### config.mk
export PLATFORM = sky130hd
export DESIGN_NAME = lcd_cmd_issuer_flat
export DESIGN_NICKNAME = d
export VERILOG_FILES = /design/src/rtl/lcd_cmd_issuer_if.sv /design/src/rtl/lcd_cmd_issuer.sv /design/src/flat_wrapper.sv
export SDC_FILE = /design/constraint.sdc
export NUM_CORES = 1
export LEC_CHECK = 0
export CORE_MARGIN = 4
export CORE_UTILIZATION = 50
export DETAILED_ROUTE_END_ITERATION = 16
export GPL_TIMING_DRIVEN = 0
export PLACE_DENSITY = 0.84
export SETUP_SLACK_MARGIN = 0.4
export SLEW_MARGIN = 20
export SYNTH_ARGS = -nofsm -noshare
export SYNTH_HDL_FRONTEND = slang
export SYNTH_SLANG_ARGS = --single-unit
### constraint.sdc
create_clock -name clk -period 2.85 [get_ports clk]
set_input_delay 0.285 -clock clk [delete_from_list [all_inputs] [get_ports clk]]
set_output_delay 0.285 -clock clk [all_outputs]
set_load 0.02 [all_outputs]
### src/rtl/lcd_cmd_issuer_if.sv
// Host-side push bus and LCD-controller command/handshake bundle for lcd_cmd_issuer.
// Master is the host/controller side, slave is the issuer.
interface lcd_cmd_issuer_if #(
  parameter int DEPTH = 8
);
  logic [3:0]              in_cmd;
  logic                    in_valid;
  logic                    in_ready;
  logic [3:0]              cmd;
  logic                    cmd_valid;
  logic                    busy;
  logic                    done;
  logic [$clog2(DEPTH):0]  fifo_level;
  logic [7:0]              issued_cnt;
  logic [3:0]              err_cnt;
  logic                    seq_done;

  modport master (
    output in_cmd, in_valid, busy, done,
    input  in_ready, cmd, cmd_valid, fifo_level, issued_cnt, err_cnt, seq_done
  );

  modport slave (
    input  in_cmd, in_valid, busy, done,
    output in_ready, cmd, cmd_valid, fifo_level, issued_cnt, err_cnt, seq_done
  );
endinterface

### src/rtl/lcd_cmd_issuer.sv
// FIFO-buffered LCD command issuer: first issue strobe one cycle after the push, then >=3-cycle spacing.
// Host sees in_ready low when full or once write-out has been issued; the controller throttles via busy in RUN.
module lcd_cmd_fifo #(
  parameter int W     = 4,
  parameter int DEPTH = 8
) (
  input  logic                   clk,
  input  logic                   reset,
  input  logic                   push,
  input  logic [W-1:0]           push_dat,
  input  logic                   pop,
  output logic [W-1:0]           head_dat,
  output logic [$clog2(DEPTH):0] level,
  output logic                   full,
  output logic                   empty
);
  localparam int AW = $clog2(DEPTH);
  localparam int LW = AW + 1;

  logic [W-1:0]  mem_q [DEPTH];
  logic [W-1:0]  mem_d [DEPTH];
  logic [AW-1:0] wr_ptr_q, wr_ptr_d;
  logic [AW-1:0] rd_ptr_q, rd_ptr_d;
  logic [LW-1:0] level_q, level_d;

  always_comb begin
    mem_d    = mem_q;
    wr_ptr_d = wr_ptr_q;
    rd_ptr_d = rd_ptr_q;
    level_d  = level_q;
    if (push) begin
      mem_d[wr_ptr_q] = push_dat;
      wr_ptr_d        = wr_ptr_q + AW'(1);
    end
    if (pop) begin
      rd_ptr_d = rd_ptr_q + AW'(1);
    end
    case ({push, pop})
      2'b10:   level_d = level_q + LW'(1);
      2'b01:   level_d = level_q - LW'(1);
      default: level_d = level_q;
    endcase
  end

  // Storage needs no reset: pointers and level define what is valid.
  always_ff @(posedge clk) begin
    mem_q <= mem_d;
    if (reset) begin
      wr_ptr_q <= '0;
      rd_ptr_q <= '0;
      level_q  <= '0;
    end else begin
      wr_ptr_q <= wr_ptr_d;
      rd_ptr_q <= rd_ptr_d;
      level_q  <= level_d;
    end
  end

  assign head_dat = mem_q[rd_ptr_q];
  assign level    = level_q;
  assign full     = (level_q == LW'(DEPTH));
  assign empty    = (level_q == '0);
endmodule

module lcd_cmd_issuer #(
  parameter int DEPTH = 8
) (
  input  logic             clk,
  input  logic             reset,
  lcd_cmd_issuer_if.slave  bus
);
  typedef enum logic [2:0] {
    ST_RUN,
    ST_ISSUE,
    ST_GUARD,
    ST_WRITE_WAIT,
    ST_FINISHED
  } state_t;

  state_t                 state_q, state_d;
  logic [3:0]             cmd_q, cmd_d;
  logic                   cmd_valid_q, cmd_valid_d;
  logic [7:0]             issued_cnt_q, issued_cnt_d;
  logic [3:0]             err_cnt_q, err_cnt_d;
  logic                   seq_done_q, seq_done_d;

  logic                   push;
  logic                   pop;
  logic                   in_ready;
  logic [3:0]             head;
  logic                   head_legal;
  logic [$clog2(DEPTH):0] level;
  logic                   full;
  logic                   empty;

  lcd_cmd_fifo #(
    .W     (4),
    .DEPTH (DEPTH)
  ) u_fifo (
    .clk      (clk),
    .reset    (reset),
    .push     (push),
    .push_dat (bus.in_cmd),
    .pop      (pop),
    .head_dat (head),
    .level    (level),
    .full     (full),
    .empty    (empty)
  );

  // full comes from the registered level, so a pop cannot reopen in_ready in the same cycle.
  assign in_ready   = !reset && !full &&
                      (state_q == ST_RUN || state_q == ST_ISSUE || state_q == ST_GUARD);
  assign push       = bus.in_valid && in_ready;
  assign head_legal = (head < 4'd12);

  always_comb begin
    state_d      = state_q;
    cmd_d        = cmd_q;
    cmd_valid_d  = 1'b0;
    issued_cnt_d = issued_cnt_q;
    err_cnt_d    = err_cnt_q;
    seq_done_d   = seq_done_q;
    pop          = 1'b0;
    case (state_q)
      ST_RUN: begin
        if (!empty) begin
          if (!head_legal) begin
            pop = 1'b1;
            if (err_cnt_q != 4'hF) err_cnt_d = err_cnt_q + 4'd1;
          end else if (!bus.busy) begin
            pop         = 1'b1;
            cmd_d       = head;
            cmd_valid_d = 1'b1;
            if (issued_cnt_q != 8'hFF) issued_cnt_d = issued_cnt_q + 8'd1;
            state_d     = ST_ISSUE;
          end
        end
      end
      ST_ISSUE: begin
        state_d = (cmd_q == 4'd0) ? ST_WRITE_WAIT : ST_GUARD;
      end
      // Dead cycle so the controller has time to raise busy before we sample it again.
      ST_GUARD: begin
        state_d = ST_RUN;
      end
      ST_WRITE_WAIT: begin
        if (bus.done) begin
          seq_done_d = 1'b1;
          state_d    = ST_FINISHED;
        end
      end
      ST_FINISHED: begin
        state_d = ST_FINISHED;
      end
      default: begin
        state_d = ST_RUN;
      end
    endcase
  end

  always_ff @(posedge clk) begin
    if (reset) begin
      state_q      <= ST_RUN;
      cmd_q        <= 4'd0;
      cmd_valid_q  <= 1'b0;
      issued_cnt_q <= 8'd0;
      err_cnt_q    <= 4'd0;
      seq_done_q   <= 1'b0;
    end else begin
      state_q      <= state_d;
      cmd_q        <= cmd_d;
      cmd_valid_q  <= cmd_valid_d;
      issued_cnt_q <= issued_cnt_d;
      err_cnt_q    <= err_cnt_d;
      seq_done_q   <= seq_done_d;
    end
  end

  assign bus.in_ready   = in_ready;
  assign bus.cmd        = cmd_q;
  assign bus.cmd_valid  = cmd_valid_q;
  assign bus.fifo_level = level;
  assign bus.issued_cnt = issued_cnt_q;
  assign bus.err_cnt    = err_cnt_q;
  assign bus.seq_done   = seq_done_q;
endmodule
### src/flat_wrapper.sv
// flat-port wrapper written by rule: the top's interface ports become plain ports
module lcd_cmd_issuer_flat 
#(
  parameter int DEPTH = 8
)
  (clk, reset, bus_in_cmd, bus_in_valid, bus_busy, bus_done, bus_in_ready, bus_cmd, bus_cmd_valid, bus_fifo_level, bus_issued_cnt, bus_err_cnt, bus_seq_done);
  lcd_cmd_issuer_if #(.DEPTH(DEPTH)) bus_i ();
  input  logic clk;
  input  logic reset;
  input wire logic [$bits(bus_i.in_cmd)-1:0] bus_in_cmd;
  input wire logic [$bits(bus_i.in_valid)-1:0] bus_in_valid;
  input wire logic [$bits(bus_i.busy)-1:0] bus_busy;
  input wire logic [$bits(bus_i.done)-1:0] bus_done;
  output wire logic [$bits(bus_i.in_ready)-1:0] bus_in_ready;
  output wire logic [$bits(bus_i.cmd)-1:0] bus_cmd;
  output wire logic [$bits(bus_i.cmd_valid)-1:0] bus_cmd_valid;
  output wire logic [$bits(bus_i.fifo_level)-1:0] bus_fifo_level;
  output wire logic [$bits(bus_i.issued_cnt)-1:0] bus_issued_cnt;
  output wire logic [$bits(bus_i.err_cnt)-1:0] bus_err_cnt;
  output wire logic [$bits(bus_i.seq_done)-1:0] bus_seq_done;
  assign bus_i.in_cmd = bus_in_cmd;
  assign bus_i.in_valid = bus_in_valid;
  assign bus_i.busy = bus_busy;
  assign bus_i.done = bus_done;
  assign bus_in_ready = bus_i.in_ready;
  assign bus_cmd = bus_i.cmd;
  assign bus_cmd_valid = bus_i.cmd_valid;
  assign bus_fifo_level = bus_i.fifo_level;
  assign bus_issued_cnt = bus_i.issued_cnt;
  assign bus_err_cnt = bus_i.err_cnt;
  assign bus_seq_done = bus_i.seq_done;
  lcd_cmd_issuer #(.DEPTH(DEPTH)) u_core (.clk(clk), .reset(reset), .bus(bus_i));
endmodule
* Word-level counts from Yosys, hierarchy flattened
Cells that the tools add are included.
Word-level totals: logic and storage cells 81, RAM bits 0, input port bits 9, memory bits (read-only) 0, bits in latches 0, memories kept 0, register bits 63, output and inout bits 23
Operators by class: add/sub/neg operators 6, $mul 0, bitwise gates (word level) 6, equal/unequal tests 13, div/mod/pow operators 0, shifts and indexed selects 0, order comparisons 4, muxes and demuxes 17, reduce and logical (&&, ||, !) cells 18
Operators with widths (number):
- 32-bit bitwise mux | 1
- 4-bit binary-select mux with 3-bit select | 1
- 4-bit demux with 3-bit select | 1
- 3-bit two-way mux | 4
- 4-bit two-way mux | 3
- 3-bit one-hot mux with 4 select lines | 1
- 4-bit AND reduction | 3
- 4-bit by 1-bit adder with 4-bit output, second input constant | 2
- 8-bit by 1-bit adder with 8-bit output, second input constant | 1
- 4-bit greater-or-equal comparator, second input constant | 2
- 4-bit zero test | 2
- 8-bit inequality test, second input constant | 1
- 3-bit inverter with 4-bit output | 2
- 4-bit one-hot mux with 2 select lines | 1
- 3-bit by 1-bit adder with 3-bit output, second input constant | 2
- 3-bit by 2-bit == test with 1-bit output, second input constant | 2
- 2-bit inequality test, second input constant | 3
- 1-bit two-way mux | 5
- 5-bit AND reduction | 1
- 4-bit == test, second input constant | 1
- 1-bit logical AND | 4
- 4-bit by 1-bit < comparator with 1-bit output, second input constant | 1
- 4-bit < comparator, second input constant | 1
- 4-bit inequality test, second input constant | 1
- 13 further kinds | 18

* Longest topological paths before layout
Gate-level depths: netlist of run 1.
word-level depth 10, depth in mapped cells 12, mapped depth without buffers 11

* Modules after synthesis
Synthesis of run 1 repeated with hierarchy kept, for this count alone.
Second synthesis, totals: cell total of the unflattened synthesis 220, area, all modules 2721.4 um^2
By module, submodules not included:
- lcd_cmd_fifo | seq. area each 1161.1 um^2, instances 1, cells each 112, area an instance 1793.0 um^2
- lcd_cmd_issuer | seq. area each 420.4 um^2, instances 1, cells each 108, area an instance 928.4 um^2

* Least setup slack after synthesis of run 1
Ideal clock, no wire load.
path kind flip-flop to flip-flop, start register u_core.u_fifo.rd_ptr_q[0], end register u_core.u_fifo.level_q[3], in the netlist u_core.u_fifo.level[3], library setup time 0.071 ns, data arrival time 2.967 ns, stages on the path, launching flop included 13, slack -0.188 ns, path through dfxtp_1 buf_6 mux4_2 mux2_2 a21oi_1 nor2_1 ha_1 ha_1 a21o_1 a21oi_1 xnor2_1 or3_1 a21oi_1
Between the ends: word-level cells in the longest chain between the ends 10, elaborated cells on any way between the ends 12, those cells by class order compare: 1; eq/ne: 2; mux: 7; bitwise: 1; reduce/logical: 1
Ends and longest elaborated chain:
- start, declared | RTL line lcd_cmd_issuer.sv:23 | logic [AW-1:0] rd_ptr_q, rd_ptr_d;
- start signal, assigned | RTL line lcd_cmd_issuer.sv:54 | rd_ptr_q <= rd_ptr_d;
- 3-bit inverter with 4-bit output (implied by the code) (*) | RTL line lcd_cmd_issuer.sv:59 | assign head_dat = mem_q[rd_ptr_q];
- 4-bit binary-select mux with 3-bit select (*) | RTL line lcd_cmd_issuer.sv:59
- 4-bit two-way mux (implied by the code) (*) (2 in series) | RTL line lcd_cmd_issuer.sv:59
- 4-bit < comparator (*) | RTL line lcd_cmd_issuer.sv:115 | assign head_legal = (head < 4'd12);
- 1-bit two-way mux (*) | RTL line lcd_cmd_issuer.sv:128 | if (!head_legal) begin
- 1-bit two-way mux (*) | RTL line lcd_cmd_issuer.sv:127 | if (!empty) begin
- 1-bit two-way mux (*) | RTL line lcd_cmd_issuer.sv:125 | case (state_q)
- named net u_core.pop | RTL line lcd_cmd_issuer.sv:88 | logic pop;
- 2-bit by 1-bit == test with 1-bit output / 2-bit == test (equally long branches) | RTL line lcd_cmd_issuer.sv:38 | case ({push, pop})
- 4-bit one-hot mux with 2 select lines / 2-bit nonzero test (equally long branches)
- end signal, assigned | RTL line lcd_cmd_issuer.sv:55 | level_q <= level_d;
- end, declared | RTL line lcd_cmd_issuer.sv:24 | logic [LW-1:0] level_q, level_d;
Mark *: on every way through the listed nets, which the timed path passes. The rest lies on a longest branch. The select of a mux whose other input is x is not followed. A chain may end at the register's enable or synchronous reset.

* Final worst setup path of run 1
Ends and elaborated chain as after synthesis.

==> summary.txt, run 1 <==
# clock sinks -> 63
FF+latch count, synth -> 63
Clock Path Buffers -> 2
Hold Crit Start -> u_core.bus.seq_done
Drt wl/cell -> 15.9 um
Clock buffers created by TritonCTS -> 9
Global-route usage over all layers -> 18.8%
Final Setup Violations -> 1
Core footprint -> 5200 um^2
Total gr overflow -> 0
R2R Path End -> u_core.u_fifo.level[3]
Dpl hpwl -> 3980 um
Final Cycle Share -> 100%
Top Ports -> 32
Worst hold path class -> reg2reg
Vias -> 1989
Register share of total power -> 39.3%
Hold depth -> 2
Final-report hold violation count -> 0
Cells after Synth -> 229
Crit path largest cell delay -> 530 ps
Reg area -> 1590 um^2
WHS Endpoint -> u_core.bus.seq_done
Post-synth top flop -> edfxtp_1
Internal Pwr Total -> 1.93 mW
Antenna-violating nets left -> 0
Failing checks -> negative setup slack
Crit path max-delay family -> multiplexers
Syn Area/Cell -> 11.9 um^2
Pleak -> 1.18 nW
Fmax -> 350 MHz
Mapped cell area -> 2730 um^2
Sequential area share after synthesis -> 58.0%
Fin. max-slew vios -> 0
Status -> finished, violations left
Critical-path cell list -> buf_12 > mux4_2 > mux2_4 > a21oi_4 > nor2_2 > ha_4 > ha_4 > a21o_1 > a21oi_2 > xnor2_1 > or3_1 > a21oi_2
Proportion of layout cells with a drive suffix above 1 -> 18.9%
Startpoint types -> flop
Nets -> 298
Number of global-route vias before repair -> 1854
Post-CTS Hold Fix Bufs -> 0
Sw power -> 0.988 mW
Die area -> 6700 um^2
RSZ-0062 raised after global routing -> true
Fin Clk Skew -> 11.1 ps
Worst reg2reg startpoint -> u_core.u_fifo.rd_ptr_q[0]
Power per Cell Area -> 846 nW/um^2
DR pass1 iterations -> 4
Clock Power Share -> 21.5%
CTS tree -> done
Worst setup EP type -> flop
Comb pwr share -> 39.2%
Slowest cell on crit path -> mux4_2
Post-Layout Cell Count -> 356
FF-to-FF path depth -> 12
First-pass GRT wire length -> 9180 um
Commonest non-fill, non-tap cell in the layout -> edfxtp_1
Max-cap violations -> 0
Clock transition at path regs -> 70 ps
Post-synth top area share -> 35.2%
Initial Util -> 52.4%
Synthesis-to-layout area growth -> 26.6%
Worst Path Required -> 3120 ps
N_diodes -> 0
Rel. slew slack -> 54.4%
Drt via density -> 5.59
Placed cells -> 330
Synth top area cells -> edfxtp_1 35%, dfxtp_1 23%, mux4_2 6.6%
Height of the die -> 81.9 um
Setup WS post-layout -> -4.04 ps
Detailed Route WL -> 5640 um
Number of distinct library cells after synthesis -> 41
Number of DRC markers in iteration 0 -> 141
Flop2flop setup slack -> -4 ps
Post-Syn Nets -> 246
CP max FO -> 5
Worst-Margin Slew -> 680 ps
Crit path kind -> reg2reg
Pin count of the biggest net entering global routing -> 11
Most frequent cells in the layout -> 32 x edfxtp_1, 31 x clkdlybuf4s50_1, 26 x nor2_1, 26 x dfxtp_1, 15 x a21oi_1
Placer Congestion -> 0.762
Yosys warning count -> 0
Tmin final -> 2850 ps
Post-synth EDFFs -> 32
Root Buffer -> clkbuf_8
Sw Ratio -> 33.8%
Clk_lat worst skew -> 340 ps
Port bufs -> 31
Crit path DAT -> 3130 ps
Drt drc -> 0
Yosys top cell by area -> edfxtp_1
Row Count -> 26
Initial antenna violation count -> 0
Worst-case vdd ir drop -> 0.605 mV
Htree depth -> 3
Filler Cell Count -> 398
Die W -> 81.9 um
Total power -> 2.92 mW
Fraction of registers with async set/reset -> 0%
Area of the multi-input gates -> 1160 um^2
CP bufs+invs -> 1
Final Util -> 66.3%
-- flip-flops by register name (all words and copies together) (netlist names) --
signal and cells:
u_core.bus.cmd 4, u_core.bus.issued_cnt 8, u_core.u_fifo.level 4, u_core.bus.cmd_valid 1, u_core.bus.err_cnt 4, u_core.u_fifo.wr_ptr_q 3
u_core.u_fifo.mem_q 32, u_core.state_q 3, u_core.u_fifo.rd_ptr_q 3, u_core.bus.seq_done 1
-- final cells by class --
class | instances | share of cell area [%]
Tap cell | 70 | 2.54
Timing Repair Buffer | 41 | 11.2
Buffer | 8 | 1.52
Clock inverter | 2 | 0.290
Sequential cell | 63 | 46.0
Multi-Input combinational cell | 150 | 33.5
Inverter | 8 | 0.870
Clock buffer | 14 | 4.13
-- cells by family (layout without fill, tap and decap cells) --
logic type | Yosys count | after routing | synth area share, %
simple gates | 78 | 78 | 13.9
flops | 63 | 63 | 58.0
mux | 21 | 21 | 11.6
buf+inv | 16 | 73 | 2.52
fa+ha+maj | 8 | 8 | 3.94
compound gates | 36 | 36 | 7.80
xor+xnor | 7 | 7 | 2.25
-- cell usage after synthesis, drive strengths merged, types with 6 or more instances --
cell type,n
nand3,9
nor2,28
ha,7
edfxtp,32
nand2,12
dfxtp,31
o21ai,6
or3,6
a21oi,18
mux4,8
mux2i,8
inv,8
-- through the flow --
step                area [um^2]  setup WS, ps  setup TNS, ps  hold WS (ps)
floorplan                  2800          95.7              0           376
global placement           3200         -45.5          -45.5           438
detailed placement         3200          -135           -135           446
CTS                        3400          33.5              0           455
global route               3450         -90.7          -90.7           487
finish                     3450         -4.04          -4.04           454
-- power by group through the flow --
stage               registers, mW  logic [mW]  clock network, mW
CTS                          1.15        1.10              0.631
floorplan                    1.21       0.686                  0
detailed placement           1.16        1.03                  0
global route                 1.16        1.26              0.674
finish                       1.15        1.15              0.628
global placement             1.16       0.990                  0
-- layer usage --
layer	track usage, %	share of wire (%)
met3	4.93	5.2
met2	30.1	51
met5	0	0
met1	24.4	42
met4	6.98	1.8
-- worst reg2reg max path, delay by kind of cell (launching register included) --
kind	cells	cell delay, ps
fa+ha+maj	2	390
mux	2	860
flops	1	360
buf+inv	1	120
simple gates	2	400
xor+xnor	1	80
compound gates	4	580
-- worst max-delay path by stage --
| stage | end | slack, ps | depth (start not counted) | start |
|---|---|---|---|---|
| floorplan | u_core.u_fifo.level[3] | 100 | 12 | u_core.u_fifo.rd_ptr_q[0] |
| finish | u_core.u_fifo.level[3] | -4 | 12 | u_core.u_fifo.rd_ptr_q[0] |
| CTS | u_core.u_fifo.level[3] | 30 | 12 | u_core.u_fifo.rd_ptr_q[0] |
| global route | u_core.u_fifo.level[3] | -90 | 12 | u_core.u_fifo.rd_ptr_q[0] |
| global placement | u_core.u_fifo.level[3] | -50 | 12 | u_core.u_fifo.rd_ptr_q[2] |
| detailed placement | u_core.u_fifo.level[3] | -140 | 12 | u_core.u_fifo.rd_ptr_q[2] |
-- repair_timing --
item / in CTS / in global routing
endpoints found under the setup margin: 3 / 9
buffers inserted: 6 / 4
pin swaps: 3 / 1
gates resized for setup: 4 / 7
No activity file was read; power rests on OpenSTA's default activity.
==> run 2: changes to the inputs <==
--- a/config.mk
+++ b/config.mk
@@ -10,6 +10,7 @@
 export DETAILED_ROUTE_END_ITERATION = 16
 export GPL_TIMING_DRIVEN = 0
 export PLACE_DENSITY = 0.84
+export RECOVER_POWER = 25
 export SETUP_SLACK_MARGIN = 0.4
 export SLEW_MARGIN = 20
 export SYNTH_ARGS = -nofsm -noshare
==> run 2 against run 1 <==
Effect of this change:
- the run still ends with negative setup slack left
- die area is the same
- core utilization did not move
- via count shrank 0.40%
- sequential power is essentially flat
- worst hold slack barely moved
- worst setup slack better by 3.5 ps
- combinational power barely moved
- power shrank 0.11%
- fmax up 0.12%
- cell area is the same
- critical path type unchanged
- highest routed layer unchanged
==> summary.txt, run 2 (synthesis gave the netlist of run 1 again) <==
Max-cap violations -> 0 (unchanged)
Total gr overflow -> 0 (unchanged)
Hold Crit Start -> u_core.bus.seq_done (unchanged)
Fin Clk Skew -> 10.9 ps (was 11.1 ps)
Sw Ratio -> 33.8% (about the same)
Pleak -> 1.18 nW (about the same)
Fmax -> 351 MHz (was 350 MHz)
Final Util -> 66.3% (unchanged)
Setup TNS Final -> -0.585 ps (was -4.04 ps)
Initial Util -> 52.4% (unchanged)
Internal Pwr Total -> 1.93 mW (about the same)
Top Layer Used -> met4 (unchanged)
Htree depth -> 3 (unchanged)
Detailed Route WL -> 5640 um (unchanged)
Wire length on met3 -> 316 um (was 296 um)
Clock Path Buffers -> 2 (unchanged)
CTS tree -> done (unchanged)
Proportion of layout cells with a drive suffix above 1 -> 18.9% (unchanged)
Met1 wire length -> 2350 um (was 2370 um)
Register share of total power -> 39.3% (about the same)
FF-to-FF path depth -> 12 (unchanged)
Critical path origin -> u_core.u_fifo.rd_ptr_q[0] (unchanged)
Status -> finished, violations left (unchanged)
Final instance area -> 3450 um^2 (unchanged)
Commonest non-fill, non-tap cell in the layout -> edfxtp_1 (unchanged)
Most frequent cells in the layout -> 32 x edfxtp_1, 27 x clkdlybuf4s50_1, 26 x nor2_1, 26 x dfxtp_1, 15 x a21oi_1 (was 32 x edfxtp_1, 31 x clkdlybuf4s50_1, 26 x nor2_1, 26 x dfxtp_1, 15 x a21oi_1)
Row Count -> 26 (unchanged)
Fin. max-slew vios -> 0 (unchanged)
Nets -> 298 (unchanged)
Comb pwr share -> 39.3% (was 39.2%)
Filler Cell Count -> 398 (unchanged)
Worst reg2reg startpoint -> u_core.u_fifo.rd_ptr_q[0] (unchanged)
Rel. slew slack -> 54.4% (about the same)
Worst Path Required -> 3120 ps (about the same)
Clock transition at path regs -> 70 ps (about the same)
Vias -> 1981 (was 1989)
Final-report hold violation count -> 0 (unchanged)
Final Setup Violations -> 1 (unchanged)
Clock Power Share -> 21.4% (was 21.5%)
Tmin final -> 2850 ps (about the same)
Power per Cell Area -> 845 nW/um^2 (was 846 nW/um^2)
Placer Congestion -> 0.762 (unchanged)
Pin count of the biggest net entering global routing -> 11 (unchanged)
RSZ-0062 raised after global routing -> true (unchanged)
Global-route usage over all layers -> 18.8% (unchanged)
Drt wl/cell -> 15.9 um (unchanged)
Top Ports -> 32 (unchanged)
Post-place setup slack -> -135 ps (unchanged)
Startpoint types -> flop (unchanged)
Die area -> 6700 um^2 (unchanged)
Failing checks -> negative setup slack (unchanged)
Setup WS post-layout -> -0.585 ps (was -4.04 ps)
Routed wl met2 -> 2880 um (unchanged)
Largest register by flop count -> u_core.u_fifo.mem_q (unchanged)
Initial antenna violation count -> 0 (unchanged)
Post-CTS Hold Fix Bufs -> 0 (unchanged)
CP max FO -> 5 (unchanged)
Worst setup EP type -> flop (unchanged)
# clock sinks -> 63 (unchanged)
N_diodes -> 0 (unchanged)
Max reg flops -> 32 (unchanged)
Worst hold path class -> reg2reg (unchanged)
Antenna-violating nets left -> 0 (unchanged)
First-pass GRT wire length -> 9180 um (unchanged)
DR pass1 iterations -> 4 (unchanged)
Worst-Margin Slew -> 682 ps (was 680 ps)
Clk_lat worst skew -> 340 ps (about the same)
Crit path kind -> reg2reg (unchanged)
Drt via density -> 5.56 (was 5.59)
Number of global-route vias before repair -> 1854 (unchanged)
Drt drc -> 0 (unchanged)
Port bufs -> 31 (unchanged)
Dpl hpwl -> 3980 um (unchanged)
Clock buffers created by TritonCTS -> 9 (unchanged)
Root Buffer -> clkbuf_8 (unchanged)
Sw power -> 0.986 mW (was 0.988 mW)
Final Cycle Share -> 100% (about the same)
Core footprint -> 5200 um^2 (unchanged)
Worst-case vdd ir drop -> 0.604 mV (was 0.605 mV)
Hold depth -> 2 (unchanged)
Placed cell area -> 3200 um^2 (unchanged)
Number of DRC markers in iteration 0 -> 141 (unchanged)
Height of the die -> 81.9 um (unchanged)
Synthesis-to-layout area growth -> 26.6% (unchanged)
Die W -> 81.9 um (unchanged)
Crit path DAT -> 3120 ps (was 3130 ps)
[run 2: changes by cell type in the layout (fill, tap and decap cells not counted), sizes merged]
cell and delta:
clkdlybuf4s50 -4, dlygate4sd3 +4
[run 2: critical path, cell delays in order (launching register included)]
cell and delay [ps]:
dfxtp_2 360, buf_12 120, mux4_2 540, mux2_4 320, a21oi_4 170, nor2_2 80
ha_4 180, ha_4 210, a21o_1 160, a21oi_2 140, xnor2_1 80, or3_1 320
a21oi_2 110
[run 2: path summary, 6_finish.rpt]
check | to | slack [ps]
max reg2reg | u_core.u_fifo.level[3] | -0.6
min | u_core.bus.seq_done | 450
min reg2reg | u_core.bus.seq_done | 450
max | u_core.u_fifo.level[3] | -0.6
[run 2: area by class of cell]
type                            instances  area [um^2]  area share (%)
Buffer                                  8         52.6            1.52
Clock buffer                           14          143            4.13
Inverter                                8         30.0           0.870
Multi-Input combinational cell        150         1160            33.5
Timing Repair Buffer                   41          385            11.2
Sequential cell                        63         1590            46.0
Tap cell                               70         87.6            2.54
Clock inverter                          2         10.0           0.290
[run 2: routing by layer]
| metal | up-vias | track usage [%] |
|---|---|---|
| met5 | - | 0 |
| met4 | 0 | 6.98 |
| met3 | 8 | 4.93 |
| met2 | 49 | 30.1 |
| met1 | 966 | 24.4 |
| li1 | 958 | - |
[run 2: stage by stage]
step / power [mW] / std cells / hold WS (ps)
2_1_floorplan: 1.89 / 229 / 376
3_3_place_gp: 2.15 / 330 / 438
3_5_place_dp: 2.19 / 330 / 446
4_1_cts: 2.88 / 352 / 455
5_1_grt: 3.10 / 356 / 487
6_report: 2.92 / 356 / 454
[run 2: power by group through the flow]
| stage | clock, mW | combinational, mW | sequential, mW |
|---|---|---|---|
| detailed placement | 0 | 1.03 | 1.16 |
| global route | 0.674 | 1.26 | 1.16 |
| global placement | 0 | 0.990 | 1.16 |
| CTS | 0.631 | 1.10 | 1.15 |
| finish | 0.625 | 1.15 | 1.15 |
| floorplan | 0 | 0.686 | 1.21 |
[run 2: timing repair]
| action | 4_1_cts | 5_1_grt |
|---|---|---|
| setup buffers | 6 | 4 |
| gates resized for setup | 4 | 7 |
| pin swaps | 3 | 1 |
| setup endpoints to repair | 3 | 9 |
==> patch 1: new RTL, flow settings as in run 2 <==
`DEPTH` is set to 8 in 4 places; all go to 4.
--- a/src/rtl/lcd_cmd_issuer_if.sv
+++ b/src/rtl/lcd_cmd_issuer_if.sv
@@ -1,7 +1,7 @@
 // Host-side push bus and LCD-controller command/handshake bundle for lcd_cmd_issuer.
 // Master is the host/controller side, slave is the issuer.
 interface lcd_cmd_issuer_if #(
-  parameter int DEPTH = 8
+  parameter int DEPTH = 4
 );
   logic [3:0]              in_cmd;
   logic                    in_valid;
--- a/src/rtl/lcd_cmd_issuer.sv
+++ b/src/rtl/lcd_cmd_issuer.sv
@@ -2,7 +2,7 @@
 // Host sees in_ready low when full or once write-out has been issued; the controller throttles via busy in RUN.
 module lcd_cmd_fifo #(
   parameter int W     = 4,
-  parameter int DEPTH = 8
+  parameter int DEPTH = 4
 ) (
   input  logic                   clk,
   input  logic                   reset,
@@ -63,7 +63,7 @@
 endmodule
 
 module lcd_cmd_issuer #(
-  parameter int DEPTH = 8
+  parameter int DEPTH = 4
 ) (
   input  logic             clk,
   input  logic             reset,
--- a/src/flat_wrapper.sv
+++ b/src/flat_wrapper.sv
@@ -1,7 +1,7 @@
 // flat-port wrapper written by rule: the top's interface ports become plain ports
 module lcd_cmd_issuer_flat 
 #(
-  parameter int DEPTH = 8
+  parameter int DEPTH = 4
 )
   (clk, reset, bus_in_cmd, bus_in_valid, bus_busy, bus_done, bus_in_ready, bus_cmd, bus_cmd_valid, bus_fifo_level, bus_issued_cnt, bus_err_cnt, bus_seq_done);
   lcd_cmd_issuer_if #(.DEPTH(DEPTH)) bus_i ();
Ports: changed (resized bus_fifo_level); port bits go from 32 to 31. The function was not compared with the original's and may differ.
==> patch 1 against run 2 <==
Sequential share of layout area down 5.1 points. Sequential cell count down 19. Final area shrank 26%. Wire length down 30%. Synthesized area shrank 26%. Core utilization grew 1.2 points. Setup slack gained 450 ps. First-iteration DRC count down 30%. Via count shrank 21%. Total power is 31% lower. Sequential power shrank 29%. Critical path depth fell by 2. Highest routed layer unchanged.
==> patch 1: results (changes against run 2) <==
dpl_cell_area_mm2: 0.002377  # was 0.003196 mm^2
synth.distinct_cells: 38  # was 41
reg2reg_depth: 10  # was 12
outcome: "completed"  # was complete, but fails checks
critPathMaxFanout: 7  # was 5
register_area_mm2: 0.001042  # was 0.001588 mm^2
p_int_mw: 1.314  # was 1.931 mW
synthesis.nets: 207  # was 246
power_leakage_nw: 0.8816  # was 1.182 nW
synth_seq_cells: 44  # was 63
grt_pass1_vias: 1518  # was 1,854
synth_xor_xnor_area_share_pct: 1.303  # was 2.248%
grt_pass1_wl_um: 6610  # was 9177 um
powerSeq_mw: 0.812  # was 1.15 mW
num-fill-cells: 288  # was 398
netlist_area_mm2: 0.002017  # was 0.002728 mm^2
via_per_inst: 5.632  # was 5.565
p_clk_share_pct: 24.2  # was 21.4%
fin_nets: 245  # was 298
gp_congestion: 0.7603  # was 0.7624
holdCritStartpoint: "u_core.bus.cmd[1]$_SDFFE_PP0P_"  # was u_core.bus.seq_done$_SDFFE_PP0P_
clk_pin_slew_ps: 90  # was 70 ps
synthTopCellsByArea: "dfxtp_1 (28%), edfxtp_1 (24%), ha_1 (4.3%)"  # was edfxtp_1 (35%), dfxtp_1 (23%), mux4_2 (6.6%)
portBuffers: 30  # was 31
syn_area_per_cell_um2: 10.62  # was 11.91 um^2
slowest_delay_ps: 590  # was 540 ps
clock_latency_ps: 300  # was 340 ps
drtIter0Drc: 98  # was 141
endpoint: "u_core.u_fifo.level[2]$_SDFFE_PP0P_"  # was u_core.u_fifo.level[3]$_SDFFE_PP0P_
largest_register_ffs: 16  # was 32
-- patch 1: changes by cell type after synthesis, moves of 4 or more --
cell / run 2 / this run
nand2_1: 12 / 16
edfxtp_1: 32 / 16
nor4_1: 4 / 0
mux2i_1: 8 / 3
nor2_1: 28 / 18
mux4_2: 8 / 2
-- patch 1: layer usage --
layer  global-route usage [%]  vias to the layer above  share of wire (%)
met4                    4.593                        0               0.91
li1                         -                      770                  -
met2                    28.78                       50                 50
met5                        0                        -                  0
met3                    4.348                        5                6.4
met1                    19.07                      735                 43
-- patch 1: timing repair --
| item | CTS | global route |
|---|---|---|
| hold buffers | 0 | 0 |
| setup endpoints to repair | 1 | 3 |
| setup buffers | 0 | 1 |
| pin swaps | 0 | 1 |
| gates resized for setup | 4 | 5 |
-- patch 1: worst register-to-register path, delay by kind of cell (launching register included) --
kind                       cells  cell delay (ps)
buffers and inverters          2              200
adders and majority gates      2              390
xor gates and xnor gates       1               70
muxes                          1              600
DFF                            1              330
and+or+nand+nor                2              380
AOI/OAI and AO/OA              2              370
==> patch 2: new RTL, flow settings as in run 2 <==
Without the edit above. The 5 states of `state_t` get a Gray code encoding in 3 bits.
--- a/src/rtl/lcd_cmd_issuer.sv
+++ b/src/rtl/lcd_cmd_issuer.sv
@@ -70,11 +70,11 @@
   lcd_cmd_issuer_if.slave  bus
 );
   typedef enum logic [2:0] {
-    ST_RUN,
-    ST_ISSUE,
-    ST_GUARD,
-    ST_WRITE_WAIT,
-    ST_FINISHED
+    ST_RUN        = 3'b000,
+    ST_ISSUE      = 3'b001,
+    ST_GUARD      = 3'b011,
+    ST_WRITE_WAIT = 3'b010,
+    ST_FINISHED   = 3'b110
   } state_t;
 
   state_t                 state_q, state_d;
Function: same outputs for any inputs over 4 cycles, from zero or initial values and one cycle with reset high; so few cycles prove little.
==> patch 2 against run 2 <==
First-iteration DRC count decreased by 41%. Maximum frequency about the same. Non-clock buffer count increased by 5. Setup slack improved by 0.89 ps. Final area increased by 5.0%. Combinational power increased by 22%. Worst hold slack improved by 15 ps. Die area increased by 1.3%. Wire length decreased by 3.1%. Sequential cell count unchanged. Synthesized area increased by 1.4%. Total power increased by 14%. Critical endpoint is now u_core.bus.issued_cnt[3]$_SDFFE_PP0P_. Largest cell class unchanged.
==> patch 2: results (changes against run 2) <==
outcome: "completed"  # was complete, but fails checks
dpl_cell_area_mm2: 0.003194  # was 0.003196 mm^2
place_hpwl_um: 3656  # was 3985 um
power_mw: 3.334  # was 2.917 mW
grt_max_degree: 13  # was 11
synthMuxAreaShare_pct: 11.67  # was 11.61%
met3RoutedLength_um: 230  # was 316 um
fin_skew_ps: 2.509  # was 10.87 ps
r2r_end: "u_core.bus.issued_cnt[3]$_SDFFE_PP0P_"  # was u_core.u_fifo.level[3]$_SDFFE_PP0P_
grt_pass1_wl_um: 8970  # was 9177 um
drt-met1-wl_um: 2450  # was 2349 um
grt_util_met3_pct: 3.579  # was 4.934%
worstPathArrival_ps: 3070  # was 3120 ps
syn_area_per_cell_um2: 12.46  # was 11.91 um^2
fmax_mhz: 350.9  # was 350.8 MHz
grt.total_usage_pct: 17.75  # was 18.75%
fin_nets: 296  # was 298
endpoint: "u_core.bus.issued_cnt[3]$_SDFFE_PP0P_"  # was u_core.u_fifo.level[3]$_SDFFE_PP0P_
drtIter0Drc: 83  # was 141
wl_met2_um: 2744  # was 2879 um
yosys.area_share.adder_pct: 3.890  # was 3.945%
reg2reg_depth: 11  # was 12
synth.distinct_cells: 45  # was 41
p_sw_mw: 1.143  # was 0.9856 mW
use_met1_pct: 23.30  # was 24.36%
dp.cells: 322  # was 330
route.vias.total: 1933  # was 1,981
synth_compound_area_share_pct: 8.774  # was 7.798%
ys_seq_area_share_pct: 57.17  # was 57.98%
synth_common_cells: "edfxtp_1 (32), nor2_1 (32), dfxtp_1 (31), a21oi_1 (14), ha_1 (7)"  # was edfxtp_1 (32), dfxtp_1 (31), nor2_1 (28), a21oi_1 (18), nand2_1 (12)
tightest_slew_ps: 558.2  # was 681.7 ps
via_per_inst: 5.460  # was 5.565
whs_ps: 469.8  # was 454.4 ps
grt.met2_usage_pct: 28.61  # was 30.13%
p_clk_mw: 0.747  # was 0.625 mW
power_leakage_nw: 1.262  # was 1.182 nW
vdd_ir_drop_max_v: 0.0004739  # was 0.0006041 V
synthTopCellsByArea: "edfxtp_1 (35%), dfxtp_1 (22%), mux4_1 (4.7%)"  # was edfxtp_1 (35%), dfxtp_1 (23%), mux4_2 (6.6%)
==> patch 2: final cells by class <==
cell class	count	area, um^2
Fill cell	361	1614
Sequential cell	63	1583
Multi-Input combinational cell	145	1237
Timing Repair Buffer	46	446.7
Clock buffer	9	123.9
Tap cell	70	87.58
Clock inverter	7	73.82
Buffer	8	46.29
Inverter	6	25.02
==> patch 2: kinds of logic (layout without fill, tap and decap cells) <==
family / Yosys count / after routing
buf+inv: 14 / 76
flops: 63 / 63
simple gates: 76 / 76
xor+xnor: 8 / 8
compound gates: 34 / 34
mux: 19 / 19
fa+ha+maj: 8 / 8
==> patch 2: timing repair <==
item / in CTS / in global routing
cloned: 0 / 0
resized for setup: 21 / 7
endpoints found under the setup margin: 13 / 28
buffers inserted: 11 / 5
pin swaps: 5 / 7
==> patch 2: critical path, cell delays in order, from the launching register on <==
cell,delay (ps)
dfxtp_2,350
buf_8,130
mux4_2,520
mux2_4,320
buf_6,120
buf_6,100
buf_6,100
buf_6,110
a2111oi_4,310
buf_6,180
and3_4,180
mux2_4,290
